`config.mk`:
```
export PLATFORM = sky130hd
export DESIGN_NAME = dl_stream_fork
export DESIGN_NICKNAME = d
export VERILOG_FILES = /design/src/rtl/dl_stream_fork.sv
export SDC_FILE = /design/constraint.sdc
export NUM_CORES = 1
export LEC_CHECK = 0
export ABC_AREA = 1
export BUFFER_PORTS_ARGS = -buffer_cell sky130_fd_sc_hd__clkbuf_2
export CORE_ASPECT_RATIO = 1.25
export CORE_MARGIN = 1.5
export CORE_UTILIZATION = 40
export CTS_CLUSTER_DIAMETER = 120
export CTS_CLUSTER_SIZE = 24
export DETAILED_ROUTE_END_ITERATION = 16
export GPL_TIMING_DRIVEN = 1
export HOLD_SLACK_MARGIN = 0.06
export PLACE_DENSITY = 0.69
export SKIP_CTS_REPAIR_TIMING = 1
export SYNTH_ARGS = -nofsm -noshare
export SYNTH_HDL_FRONTEND = slang
export SYNTH_SLANG_ARGS = --single-unit
```
`constraint.sdc`:
```
create_clock -name clk -period 2.6 [get_ports clk]
set_clock_uncertainty 0.15 [all_clocks]
set_input_delay 0.13 -clock clk [delete_from_list [all_inputs] [get_ports clk]]
set_output_delay 0.13 -clock clk [all_outputs]
set_load 0.1 [all_outputs]
```
`src/rtl/dl_stream_fork.sv`:
```
// One-to-many valid/ready fork: a single-entry buffer holds each word until
// every output branch has taken it, and branches may take it in different cycles.
module dl_stream_fork #(
  parameter int NUM_BITS = 32,
  parameter int NUM_OUT  = 2
) (
  input  logic                clk,
  input  logic                rst,
  input  logic                in_val,
  output logic                in_rdy,
  input  logic [NUM_BITS-1:0] in_data,
  output logic [NUM_OUT-1:0]  out_val,
  input  logic [NUM_OUT-1:0]  out_rdy,
  output logic [NUM_BITS-1:0] out_data
);

  logic                buf_val_q;
  logic                buf_val_d;
  logic [NUM_BITS-1:0] buf_data_q;
  logic [NUM_BITS-1:0] buf_data_d;
  logic [NUM_OUT-1:0]  done_q;
  logic [NUM_OUT-1:0]  done_d;
  logic                release_s;
  logic                accept_s;

  // Outputs come straight from state; in_rdy also sees out_rdy so a word can
  // be replaced in the same cycle its last branch takes it.
  always_comb begin
    out_val   = {NUM_OUT{buf_val_q}} & ~done_q;
    out_data  = buf_data_q;
    release_s = buf_val_q & (&(done_q | out_rdy));
    in_rdy    = ~buf_val_q | release_s;
    accept_s  = in_val & in_rdy;
  end

  // Next-state selection: refill beats drain beats fill beats per-branch tracking.
  always_comb begin
    buf_val_d  = buf_val_q;
    buf_data_d = buf_data_q;
    done_d     = done_q;
    if (release_s && accept_s) begin
      buf_val_d  = 1'b1;
      buf_data_d = in_data;
      done_d     = {NUM_OUT{1'b0}};
    end else if (release_s) begin
      buf_val_d  = 1'b0;
      done_d     = {NUM_OUT{1'b0}};
    end else if (accept_s) begin
      buf_val_d  = 1'b1;
      buf_data_d = in_data;
      done_d     = {NUM_OUT{1'b0}};
    end else begin
      done_d     = done_q | (out_val & out_rdy);
    end
  end

  // State registers; reset drops any buffered word at once.
  always_ff @(posedge clk or posedge rst) begin
    if (rst) begin
      buf_val_q  <= 1'b0;
      buf_data_q <= {NUM_BITS{1'b0}};
      done_q     <= {NUM_OUT{1'b0}};
    end else begin
      buf_val_q  <= buf_val_d;
      buf_data_q <= buf_data_d;
      done_q     <= done_d;
    end
  end

endmodule

```
---- After elaboration in Yosys (flattened, before gate mapping) ----
Index checks and enable logic that the tools add are counted.
word-level totals
  bits of input ports ..................... 37
  word-level logic and storage cells ...... 27
  output and inout bits ................... 35
  bits in registers ....................... 35
cells by class
  multiplexer cells ....................... 9
  reduce and logical (&&, ||, !) cells .... 5
  equal/unequal tests ..................... 1
  bitwise operators ....................... 9
operator list
  cell                                                   count
  2-to-1 mux 32 bit                                      3
  2-to-1 mux 2 bit                                       3
  AND 2 bit                                              2
  OR 2 bit                                               2
  AND reduction 2 bit                                    2
  2-to-1 mux 1 bit                                       3
  nonzero test 3 bit                                     1
  AND 1 bit                                              2
  inequality test 2 x 1 -> 1 bit, second input constant  1
  inverter 2 bit                                         1
  nonzero test 2 bit                                     1
  logical AND 1 bit                                      1
  inverter 1 bit                                         1
  OR 1 bit                                               1

---- Logic depth before layout (Yosys ltp) ----
Gate-level depths: netlist of the first run.
  word-level depth ........................ 8
  depth in mapped cells ................... 7
  mapped depth without buffers ............ 6

---- Worst setup path before layout of the first run ----
OpenSTA, ideal clock, no wires.
  path kind ............................... register -> output
  from .................................... register buf_val_q
  to ...................................... output out_val[1]
  buffers on the path ..................... 0
  stages on the path, launching flop included .. 3
  setup slack ............................. 0.587 ns
  data arrival time ....................... 1.733 ns
  data required time ...................... 2.320 ns
  cells stage by stage .................... dfrtp_1 inv_2 nor2_1
between the ends
  word-level cells in the longest chain between the ends .. 1
ends and longest elaborated chain
  element                 RTL line  RTL
  from (decl)             17        logic buf_val_q;
  from (signal assigned)  64        buf_val_q <= buf_val_d;
  AND 2 bit               29        out_val = {NUM_OUT{buf_val_q}} & ~done_q;
  to (decl)               12        output logic [NUM_OUT-1:0] out_val,
No other way between the ends.

---- Worst setup path in the final report of the first run ----
  from .................................... register buf_val_q
  to ...................................... register buf_data_q[31], in the netlist out_data[31]
between the ends
  word-level cells in the longest chain between the ends .. 6
  elaborated cells between the ends (all ways) .. 9
  those cells by class .................... eq/ne: 1; mux: 1; bitwise: 4; reduce/logical: 3
ends and longest elaborated chain
  element                                                                                       RTL line  RTL
  AND 1 bit / inverter 1 bit (equally long branches)                                            31, 32
  OR 1 bit                                                                                      32        in_rdy = ~buf_val_q | release_s;
  AND 1 bit                                                                                     33        accept_s = in_val & in_rdy;
  logical AND 1 bit                                                                             41        if (release_s && accept_s) begin
  inequality test 2 x 1 -> 1 bit (no source line) / nonzero test 2 bit (equally long branches)  -
  AND reduction 2 bit (no source line)                                                          -
  to (signal assigned)                                                                          61        buf_data_q <= {NUM_BITS{1'b0}};
  to (signal assigned)                                                                          65        buf_data_q <= buf_data_d;
  to (decl)                                                                                     19        logic [NUM_BITS-1:0] buf_data_q;
Several ways; a longest one is shown, not always the timed one.
A chain may end at the register's enable or synchronous reset.

==> results.md, run 1 <==
- The flow ran to the end, and the final reports show no timing, DRC or antenna violations.
- Synthesis produced a netlist with a net count of 203.
- Setup violations remaining at the end of the flow were counted as 0.
- The cell sitting at the root of the clock tree is a sky130_fd_sc_hd__clkbuf_8.
- The share of the clock period used by the worst path after layout is 74.6%.
- The initial antenna violation count is 0.
- In the layout the commonest cells are sky130_fd_sc_hd__clkbuf_2 (71), sky130_fd_sc_hd__nand2_1 (41), sky130_fd_sc_hd__dfrtp_1 (35), sky130_fd_sc_hd__dlygate4sd3_1 (35), sky130_fd_sc_hd__nand4_1 (32).
- The first-pass GRT wire length is 5770 um.
- Cells fill 59.2% of the core in the end.
- The transition time at the pin with the least slew margin is 0.945 ns.
- The sequential element share of the synthesized area is 52.9%.
- The total half-perimeter wirelength after legalization and detailed placement is 2480 um.
- The commonest non-fill, non-tap cell in the layout is sky130_fd_sc_hd__clkbuf_2.
- Timing would allow up to 515 MHz.
- The endpoint class of the critical path is a flop.
- The detailed-routing iteration count for the pre-antenna-repair pass is 4.
- The data arrival time at the worst-slack endpoint is 1.96 ns.
- The mapped netlist covers 0.00166 sq mm.
- The detail-routed net length per standard cell is 12.5 um.
- Setup repair after global routing left no endpoint under its margin.
- The area of the placeable core is 0.00403 sq mm.
- In the global route stage, met2 resource usage came out at 27.6%.
- Relative to the synthesized area, the layout overhead comes to 44.3%.
- The minimum clock period is 1.94 ns.
- The ratio of routed vias to standard cells is 4.61.
- Entering global routing, the biggest net connects 34 pins.
- During placement, the flow inserted port buffers numbering 71.
- The average footprint of a synthesized cell is 9.98 sq um.
- The clock passes through at most 2 buffers.
- The number of global-route vias before repair came to 1291.
- For the worst-skew pair, the clock arrives at the later sink with an insertion delay of 0.28 ns.
- The routed layout has 1502 vias.
- The antenna violation net count after detailed routing is 0.
- The die span in x is 60.6 um.
- The global-route track usage on met1 is 21.3%.
- The number of design rule violations left after detail routing is 0.
- The overall fraction of global-route tracks in use is 17.3%.
- The final setup TNS is 0 ns.
- The share of layout cells above drive strength 1 is 42.2%.
- The worst hold path belongs to the class primary input to flop.
- The total wirelength of the detailed-routed design is 4090 um.
- Along the worst path, the maximum fanout reaches 33.
- 0 antenna diodes ended up in the layout.
- The flip-flop and latch count after synthesis is 35.
- At the worst endpoint, the required time is 2.62 ns.
- The clock sink count is 35.
- The initial utilization of the core area, before any placement, comes to 41.1%.
- The number of distinct library cell variants in the gate-level netlist after synthesis is 19.
- The yosys synthesis warning count is 0.
- The number of slew-limit violations in the final report is 0.
- After clock tree synthesis, the clock-pin slew on the worst setup and hold paths is 0.07 ns.
- The category of the critical setup timing path is flop to flop.
- Once layout is done, the placed cells without fillers occupy 0.00239 sq mm.
- After floorplanning, the core was divided into 26 placement rows.
- The number of hold violations in the final report was 0.
- Hold is met by 0.130 ns.
- At the end of routability-driven placement, the weighted congestion stood at 0.798.
- CTS built an H-tree with a depth of 2.
- The layout net count is 306.
- The global routing stage identified its most utilized layer as met2.
- In this run the cell area measured after placement is 0.00196 sq mm.
- After the first detailed-routing iteration, the DRC count stood at 71.
- In this run the count of I/O pins placed on the die edge is 72.
- The CTS buffer count is 5.
- The global routing usage on met3 is 5.84%.
- The vertical die dimension is 75.0 um.
- TritonCTS built the clock tree.
- Synthesis produced a netlist whose cell count is 166.
- The worst setup path is launched from a flop.
- The final global-route overflow total is 0.
- The max-cap check violation count is 0.
- The worst relative slew slack is 36.9%.
- The die covers 0.00454 sq mm.
## through the flow
stage	std cells	worst slack, ns
2_1_floorplan	166	0.587
3_3_place_gp	283	0.718
3_5_place_dp	283	0.673
4_1_cts	291	0.661
5_1_grt	326	0.469
6_report	326	0.660
## synth_stat cells, drive strengths merged
| cell | instances | share of area (%) |
|---|---|---|
| a21oi | 2 | 0.60 |
| nand4 | 32 | 12 |
| dlygate4sd1 | 2 | 1.1 |
| inv | 6 | 1.4 |
| dfrtp | 35 | 53 |
| dlymetal6s2s | 1 | 0.76 |
| o21ai | 1 | 0.30 |
| buf | 10 | 7.0 |
| nand2 | 71 | 21 |
| nand3 | 2 | 1.7 |
| nor2 | 4 | 1.4 |
## worst max-delay path, stage by stage (launching register included)
cell                      delay (ns)
sky130_fd_sc_hd__dfrtp_1        0.44
sky130_fd_sc_hd__inv_2          0.12
sky130_fd_sc_hd__nor2_4         0.05
sky130_fd_sc_hd__nand2_4        0.28
sky130_fd_sc_hd__nand3_4        0.52
sky130_fd_sc_hd__nand2_1        0.20
sky130_fd_sc_hd__nand2_1        0.06
## registers in the layout, summed over array words and instances (netlist names)
name / flops
done_q: 2
buf_val_q: 1
out_data: 32
## layer usage
metal	routed length, um	vias up
met5	0	-
met4	50	0
met3	167	4
met2	2140	39
met1	1740	698
li1	-	761
## logic make-up (layout without fill, tap and decap cells)
group / count (synthesis) / count (layout) / synth area share, %
AND/OR/NAND/NOR: 109 / 109 / 36.0
flip-flops: 35 / 35 / 52.9
buffers and inverters: 19 / 123 / 10.2
AO/OA/AOI/OAI: 3 / 3 / 0.906
## path summary, 6_finish.rpt
kind	end	cells after the start	slack [ns]	startpoint
setup / recovery	out_data[31]	6	0.66	buf_val_q
hold / removal	out_data[1]	3	0.13	in_val
setup reg to reg	out_data[31]	6	0.66	buf_val_q
hold reg to reg	out_data[22]	2	0.33	out_data[22]
max in group asynchronous	out_data[24]	4	1.15	rst
min in group asynchronous	out_data[6]	3	0.43	rst
## layout make-up
cell class,instances,area (sq um)
clock buffer,7,76.3
clock inverter,1,5.00
fill,385,1640
inverter,6,22.5
multi-input combinational,112,612
sequential,35,876
tap,56,70.1
timing repair buffer,109,728
Power of run 1 is not shown: default switching activity piles up to over one toggle a cycle in this logic, so the estimate is an artifact.
==> run 2: changes to the inputs <==
--- a/config.mk
+++ b/config.mk
@@ -5,7 +5,7 @@
 export SDC_FILE = /design/constraint.sdc
 export NUM_CORES = 1
 export LEC_CHECK = 0
-export ABC_AREA = 1
+export ABC_AREA = 0
 export BUFFER_PORTS_ARGS = -buffer_cell sky130_fd_sc_hd__clkbuf_2
 export CORE_ASPECT_RATIO = 1.25
 export CORE_MARGIN = 1.5
@@ -15,7 +15,7 @@
 export DETAILED_ROUTE_END_ITERATION = 16
 export GPL_TIMING_DRIVEN = 1
 export HOLD_SLACK_MARGIN = 0.06
-export PLACE_DENSITY = 0.69
+export PLACE_DENSITY = 0.71
 export SKIP_CTS_REPAIR_TIMING = 1
 export SYNTH_ARGS = -nofsm -noshare
 export SYNTH_HDL_FRONTEND = slang
==> constraint.sdc (replaced) <==
create_clock -name clk -period 1.8 [get_ports clk]
set_clock_uncertainty 0.15 [all_clocks]
set_input_delay 0.09 -clock clk [delete_from_list [all_inputs] [get_ports clk]]
set_output_delay 0.09 -clock clk [all_outputs]
set_load 0.1 [all_outputs]
==> run 2 against run 1 <==
- via count down 25%
- flip-flop and latch count unchanged
- worst setup slack worse by 0.57 ns
- cell area down 1.6%
- non-clock buffer count up 1
- synthesized cell count down 49%
- routed wire length down 12%
- critical path depth down 1
- first-iteration DRC count down 55%
- critical endpoint is now in_rdy
==> results.md, run 2 <==
- The summed instance area of the synthesized netlist is 0.00148 sq mm.
- The number of slew-limit violations in the final report was 0.
- The routability-driven placement congestion ratio is 0.683.
- In the final routed layout, each cell accounts on average for 15.1 um.
- The relative contribution of sequential cells to total power is 28.9%.
- Summed over all nets, the half-perimeter wirelength after detailed placement is 2300 um.
- Dividing the synthesized area by the synthesized cell count gives 17.5 sq um.
- The internal power of the cells totals 0.00177 W.
- The top cell types in the final layout, fill and taps aside, are sky130_fd_sc_hd__clkbuf_2 (71), sky130_fd_sc_hd__dlygate4sd3_1 (36), sky130_fd_sc_hd__dfrtp_1 (35).
- The startpoint identified for the worst register-to-register timing path is done_q[0].
- The ratio of total power to cell area is 1590 mW/mm^2.
- The net count of the finished layout is 236.
- The yosys synthesis warning count is 0.
- CTS placed an instance of sky130_fd_sc_hd__clkbuf_8 at the clock tree root.
- The number of nets produced by synthesis is 122.
- The clock share of power is 16.3%.
- Prior to clock tree synthesis, the placed netlist has a worst setup slack of 0.196 ns.
- Once layout is done, the placed cells without fillers occupy 0.00235 sq mm.
- In the synthesized netlist the async set-or-reset flop fraction comes to 100%.
- The cell that appears most often on the critical path is sky130_fd_sc_hd__clkbuf_2.
- The number of design rule violations left after detail routing is 0.
- At the pin with the least slew margin, the transition time is 0.559 ns.
- The synthesis-to-layout area growth is 58.5%.
- The starting density of the core is 42.2%.
- For this design the static power due to leakage is 1.21 nW.
- The final critical path takes up 94.9% of the cycle.
- The peak per-stage delay on the critical path is 0.56 ns.
- The flip-flop and latch count after synthesis is 35.
- The filler cell count is 269.
- The category of the critical setup timing path is primary input to output pin.
- Global routing used 16.0% of the available tracks across all layers.
- The number of hold violations in the final report is 0.
- Final hold analysis gives a worst-case slack of 0.294 ns.
- The clock sink count is 35.
- The clock-pin slew of the registers on the worst-case setup and hold paths is 0.07 ns.
- The vertical die dimension is 71.1 um.
- The iteration-0 DRC count of the detailed router is 32.
- Setup slack on the worst reg-to-reg path comes out at 0.20 ns.
- The final global-route overflow total is 0.
- The first global-routing pass estimated 5020 um of wire.
- The signal on the critical path passes through dlygate4sd3_1 -> clkbuf_2 -> o22ai_2 -> nand2_1 -> clkbuf_2.
- By area the synthesized netlist is led by sky130_fd_sc_hd__dfrtp_1 (59%), sky130_fd_sc_hd__mux2_4 (30%), sky130_fd_sc_hd__buf_6 (2.3%).
- Leaving out fill and tap cells, the most frequent cell in the layout is sky130_fd_sc_hd__clkbuf_2.
- The cell family contributing the most delay on the critical path is buffers and inverters.
- The H-tree was split into 2 levels.
- VDD sags by at most 0.00109 V.
- Setup repair after global routing left no endpoint under its margin.
- For the finished layout, the period the worst path requires is 1.71 ns.
- The number of flip-flops under the largest register name is 32.
- The number of synthesized flops with an enable pin is 0.
- Data on the critical path is required at its endpoint by 1.56 ns.
- The critical path startpoint category is a primary input.
- The clock tree from TritonCTS is done.
- The maximum fanout encountered on the critical timing path is 2.
- For this run, global-route usage on met1 was measured as 17.8%.
- The insertion delay to the later sink of the worst-skew pair is 0.27 ns.
- Wires add up to 3620 um.
- The number of failing setup endpoints in the final timing report is 0.
- The largest area contributor in the netlist is sky130_fd_sc_hd__dfrtp_1.
- The analysis attributes to net switching a power of 0.00197 W.
- In this run the horizontal extent of the chip is 57.5 um.
- Counting along the longest clock path gives a buffer depth of 2.
- The final setup slack of the worst path is 0.0914 ns.
- The worst relative slew slack is 62.9%.
- The post-route netlist has 58.5% of its cells at a drive strength greater than 1.
- The CTS buffer count is 5.
- The count of buffers added on input and output ports is 71.
- The min-delay analysis places its worst path in the category primary input to asynchronous set/reset pin.
- The pin count of the biggest net entering global routing is 36.
- The detailed-routing iteration count for the pre-antenna-repair pass is 4.
- The share of the synthesized area in the top cell type is 59.0%.
- The repair_antennas step left the layout with diodes totalling 0.
- The worst setup path is captured at an output pin.
- The sequential element share of the synthesized area is 59.0%.
- The layer flagged by global routing as most heavily used is met2.
- In the synthesized netlist, the cells that appear most often are sky130_fd_sc_hd__dfrtp_1 (35), sky130_fd_sc_hd__mux2_4 (30), sky130_fd_sc_hd__buf_6 (3), sky130_fd_sc_hd__nand2_1 (3).
- The slowest cell on the critical path is sky130_fd_sc_hd__dlygate4sd3_1.
- Summing all placed instances gives a cell area of 0.00189 sq mm.
- Counting both buffers and inverters, the worst setup path holds a total of 3.
- Net switching is 52.6% of the power.
- The worst register-to-register path ends at out_data[0].
- The post-synthesis cell count is 85.
- The number of global-route vias before repair came to 1060.
- After synthesis, the netlist uses 14 different library cells.
- The global routing usage on met3 is 3.47%.
- For this block, the via count after detailed routing is 1129.
- The initial antenna violation count is 0.
- The die area is 0.00409 sq mm.
- For the final routed database, the setup TNS stands at 0 ns.
- The area of the placeable core is 0.00351 sq mm.
- Using the TritonRoute via totals, the vias-per-cell ratio works out to 4.72.
- The number of cells on the worst reg-to-reg path is 4.
- The flow ran to the end, and the final reports show no timing, DRC or antenna violations.
- Combinational cells account for 54.8% of the total power.
- The global routing usage on met2 is 28.8%.
- The data arrival time at the worst-slack endpoint is 1.47 ns.
- The achievable frequency is 585 MHz.
- During I/O placement, the number of pins put on the boundary was 72.
- The antenna violation net count after detailed routing is 0.
- The most common cell in the synthesized netlist is sky130_fd_sc_hd__dfrtp_1.
- The most used flip-flop cell after synthesis is sky130_fd_sc_hd__dfrtp_1.
- The site row count is 24.
- The max-cap check violation count is 0.
==> run 2: cell count changes after synthesis, moves of 29 or more <==
cell | before | now
sky130_fd_sc_hd__nand4_1 | 32 | 0
sky130_fd_sc_hd__mux2_4 | 0 | 30
sky130_fd_sc_hd__nand2_1 | 41 | 3
sky130_fd_sc_hd__nand2_2 | 29 | 0
==> run 2: metal layers <==
layer	vias up	routed length, um
met1	570	1300
met3	6	133
met2	34	2130
met5	-	0
met4	0	56
li1	519	-
==> run 2: cell families after synthesis <==
group | count (synthesis) | share of synthesized area, %
DFF | 35 | 59.0
muxes | 32 | 31.9
and+or+nand+nor | 9 | 3.12
buffers and inverters | 5 | 2.78
AOI/OAI and AO/OA | 4 | 3.20
==> run 2: worst max-delay path by stage <==
stage / from / end / slack, ns / cells after the start
2_1_floorplan: done_q[0] / buf_val_q / 0.11 / 3
3_3_place_gp: done_q[1] / out_data[30] / 0.27 / 4
3_5_place_dp: done_q[0] / out_data[26] / 0.20 / 4
4_1_cts: done_q[0] / in_rdy / 0.11 / 3
5_1_grt: out_rdy[1] / in_rdy / 0.04 / 5
6_report: out_rdy[1] / in_rdy / 0.09 / 5
==> run 2: power by group through the flow <==
stage | Sequential, W | Clock (W) | Combinational (W)
after floorplan | 0.00234 | 0 | 0.000442
after CTS | 0.00108 | 0.000637 | 0.00200
after detailed placement | 0.00109 | 0 | 0.00199
after global placement | 0.00108 | 0 | 0.00197
after global routing | 0.00111 | 0.000664 | 0.00210
final | 0.00108 | 0.000611 | 0.00205
==> run 2: tightest hold or removal path, stage by stage <==
cell                            delay [ns]
sky130_fd_sc_hd__dlygate4sd3_1        0.53
sky130_fd_sc_hd__clkbuf_2             0.10
sky130_fd_sc_hd__inv_1                0.04
sky130_fd_sc_hd__buf_4                0.38
==> run 2: metrics by stage <==
step / std cells / utilization, % / power (W)
6_report: 239 / 67.0 / 0.00375
5_1_grt: 239 / 67.0 / 0.00387
4_1_cts: 203 / 56.7 / 0.00372
3_5_place_dp: 195 / 53.8 / 0.00308
3_3_place_gp: 195 / 53.8 / 0.00305
2_1_floorplan: 85 / - / 0.00278
==> run 2: cell type report <==
class                   count  area, sq um  area share [%]
inverters                   2         7.51           0.319
flip-flops and latches     35          876            37.2
multi-input cells          45          569            24.2
well taps                  39         48.8            2.07
repair buffers            110          751            31.9
clock buffers               8          100            4.26
Power figures use the tool's default switching activity.
==> run 3: changes to the inputs <==
--- a/config.mk
+++ b/config.mk
@@ -7,15 +7,17 @@
 export LEC_CHECK = 0
 export ABC_AREA = 0
 export BUFFER_PORTS_ARGS = -buffer_cell sky130_fd_sc_hd__clkbuf_2
+export CELL_PAD_IN_SITES_DETAIL_PLACEMENT = 0
+export CELL_PAD_IN_SITES_GLOBAL_PLACEMENT = 2
 export CORE_ASPECT_RATIO = 1.25
 export CORE_MARGIN = 1.5
-export CORE_UTILIZATION = 40
+export CORE_UTILIZATION = 29
 export CTS_CLUSTER_DIAMETER = 120
 export CTS_CLUSTER_SIZE = 24
 export DETAILED_ROUTE_END_ITERATION = 16
 export GPL_TIMING_DRIVEN = 1
 export HOLD_SLACK_MARGIN = 0.06
-export PLACE_DENSITY = 0.71
+export PLACE_DENSITY_LB_ADDON = 0.1
 export SKIP_CTS_REPAIR_TIMING = 1
 export SYNTH_ARGS = -nofsm -noshare
 export SYNTH_HDL_FRONTEND = slang
==> run 3 against run 2 <==
- non-clock buffer count is 1 higher
- global-route usage shrank 4.5 points
- total power rose by 0.19%
- sequential share of layout area down 0.62 points
- count of clock-buffer cells in the layout down 1
- cell area up 1.7%
- fmax down 0.97%
- utilization fell by 17 points
- die area up 36%
- register-to-register slack worse by 0.06 ns
- sequential power barely moved
- final cell count grew 9.2%
- critical endpoint unchanged
==> results.md, run 3 (synthesized netlist as in run 2, its figures left out) <==
- The HPWL after detailed placement is 2160 um.
- The transition time at the pin with the least slew margin is 0.553 ns.
- The minimum clock period is 1.73 ns.
- The share of the clock period used by the worst path after layout is 95.9%.
- The floorplan step defined a die boundary enclosing 0.00556 sq mm.
- The vertical die dimension is 83.0 um.
- The initial utilization of the core area, before any placement, comes to 30.7%.
- The final core area utilization is 49.5%.
- The sequential cell area in the final layout is 876 sq um.
- Power spread over the standard cell area amounts to 1570 mW/mm^2.
- The share of layout cells above drive strength 1 is 58.7%.
- The count of nets left with antenna violations once routing finished came out at 0.
- The final setup TNS is 0 ns.
- TritonCTS built the clock tree.
- In this run the top signal layer used is met4.
- The critical path startpoint category is a primary input.
- The number of clock buffers added by TritonCTS is 5.
- The data arrival time at the worst-slack endpoint is 1.49 ns.
- Entering global routing, the biggest net connects 36 pins.
- The detailed router placed 1089 vias in this run.
- The register with the most flip-flops in the layout has 32 of them.
- The finished cells cover 0.00239 sq mm.
- The layout net count is 237.
- The clock-pin slew of the registers on the worst-case setup and hold paths is 0.07 ns.
- The number of global-route vias before repair is 1072.
- The clock sink count is 35.
- After detailed placement, the total cell area comes to 0.00192 sq mm.
- The multi-input combinational cells in the finished layout cover a total of 569 sq um.
- The number of slew-limit violations in the final report was 0.
- The buffer depth of the longest clock path is 2.
- The commonest non-fill, non-tap cell in the layout is sky130_fd_sc_hd__clkbuf_2.
- The number of diodes added for antenna fixing is 0.
- The initial antenna violation count is 0.
- After detailed routing, the number of vias per cell comes to 4.17.
- Setup violations remaining at the end of the flow were counted as 0.
- During placement, the flow inserted port buffers numbering 71.
- The standby leakage power is 1.21 nW.
- Pin placement for this block handled 72 I/O pins.
- The overall fraction of global-route tracks in use is 11.5%.
- The later pin in the worst-skew pair is clocked with a latency of 0.28 ns.
- For this run the aggregate overflow at the end of global routing stands at 0.
- The total wirelength of the detailed-routed design is 3290 um.
- Compared with the post-synthesis result, the final layout area differs by 61.2%.
- Timing analysis after detailed placement gives a worst setup slack of 0.226 ns.
- The total area inside the core boundary comes to 0.00483 sq mm.
- In the final routing, the length of wire on met1 measures 1490 um.
- In this run the core area contains 28 standard-cell rows.
- After detailed routing, the met2 layer carries 1530 um of wire.
- The type of the most critical hold path is primary input to asynchronous set/reset pin.
- The worst path meets setup with 0.0746 ns of slack.
- The met3 wire length is 223 um.
- The library cells used most frequently in the layout, excluding fill and tap cells, are sky130_fd_sc_hd__clkbuf_2 (71), sky130_fd_sc_hd__dlygate4sd3_1 (37), sky130_fd_sc_hd__dfrtp_1 (35).
- The max-cap check violation count is 0.
- The routability-driven placement congestion ratio is 0.607.
- The cell sitting at the root of the clock tree is a sky130_fd_sc_hd__clkbuf_8.
- The die span in x is 67.0 um.
- The number of hold violations in the final report came to 0.
- For this run, the detailed router's first-pass iteration total came to 2.
- The category of the critical setup timing path is primary input to output pin.
- In the final routed layout, each cell accounts on average for 12.6 um.
- The achievable frequency is 580 MHz.
- In this run, the number of DRC markers left after iteration 0 of detailed routing was 28.
- The worst pin sits at a relative slew slack of 63.3%.
- The number of H-tree branching levels is 2.
- The worst-case IR drop observed on VDD is 0.000712 V.
- The maximum fanout encountered on the critical timing path is 3.
- The endpoint class of the critical path is an output pin.
- The required time of the worst setup path is 1.56 ns.
- The filler cell count is 460.
- The run finished with clean final reports.
- For this run, design rule violations remaining after detail routing come to 0.
- The first-pass GRT wire length is 4900 um.
-- run 3: cell types whose count changed in the layout (fill, tap and decap cells not counted) --
cell	change
sky130_fd_sc_hd__dlygate4sd3_1	+1
sky130_fd_sc_hd__clkbuf_1	-1
sky130_fd_sc_hd__clkinvlp_4	+1
-- run 3: final timing paths --
kind | start | to | slack (ns) | cells after the start
min reg2reg | out_data[23] | out_data[23] | 0.36 | 1
max | out_rdy[0] | in_rdy | 0.07 | 5
max reg2reg | buf_val_q | done_q[1] | 0.14 | 4
min | rst | out_data[27] | 0.28 | 4
max in group asynchronous | rst | out_data[7] | 0.90 | 4
min in group clk | out_data[23] | out_data[23] | 0.36 | 1
-- run 3: per-layer routing --
metal  vias to the layer above  global-route usage (%)
met5                         -                       0
met4                         0                    4.45
met3                         4                    4.47
met2                        47                    17.5
met1                       518                    14.5
li1                        520                       -
-- run 3: through the flow --
| stage | total power [W] | hold WS (ns) | instances |
|---|---|---|---|
| 2_1_floorplan | 0.00278 | 0.0383 | 85 |
| 5_1_grt | 0.00390 | 0.337 | 261 |
| 3_5_place_dp | 0.00307 | 0.0583 | 216 |
| 6_report | 0.00375 | 0.283 | 261 |
| 4_1_cts | 0.00373 | -0.260 | 224 |
| 3_3_place_gp | 0.00307 | 0.0459 | 216 |
-- run 3: final cells by class --
cell class / count / share of cell area [%]
Sequential cell: 35 / 36.6
Clock inverter: 1 / 0.314
Clock buffer: 7 / 4.03
Timing Repair Buffer: 111 / 31.8
Tap cell: 60 / 3.14
Inverter: 2 / 0.314
Multi-Input combinational cell: 45 / 23.8
-- run 3: critical path: stages --
cell,delay (ns)
sky130_fd_sc_hd__dlygate4sd3_1,0.53
sky130_fd_sc_hd__clkbuf_2,0.13
sky130_fd_sc_hd__o22ai_2,0.21
sky130_fd_sc_hd__nand2_1,0.13
sky130_fd_sc_hd__clkbuf_2,0.39
-- run 3: power breakdown --
| group | internal (W) | switching, W |
|---|---|---|
| Combinational | 0.000463 | 0.00159 |
| Clock | 0.000348 | 0.000281 |
| Sequential | 0.000965 | 0.000110 |
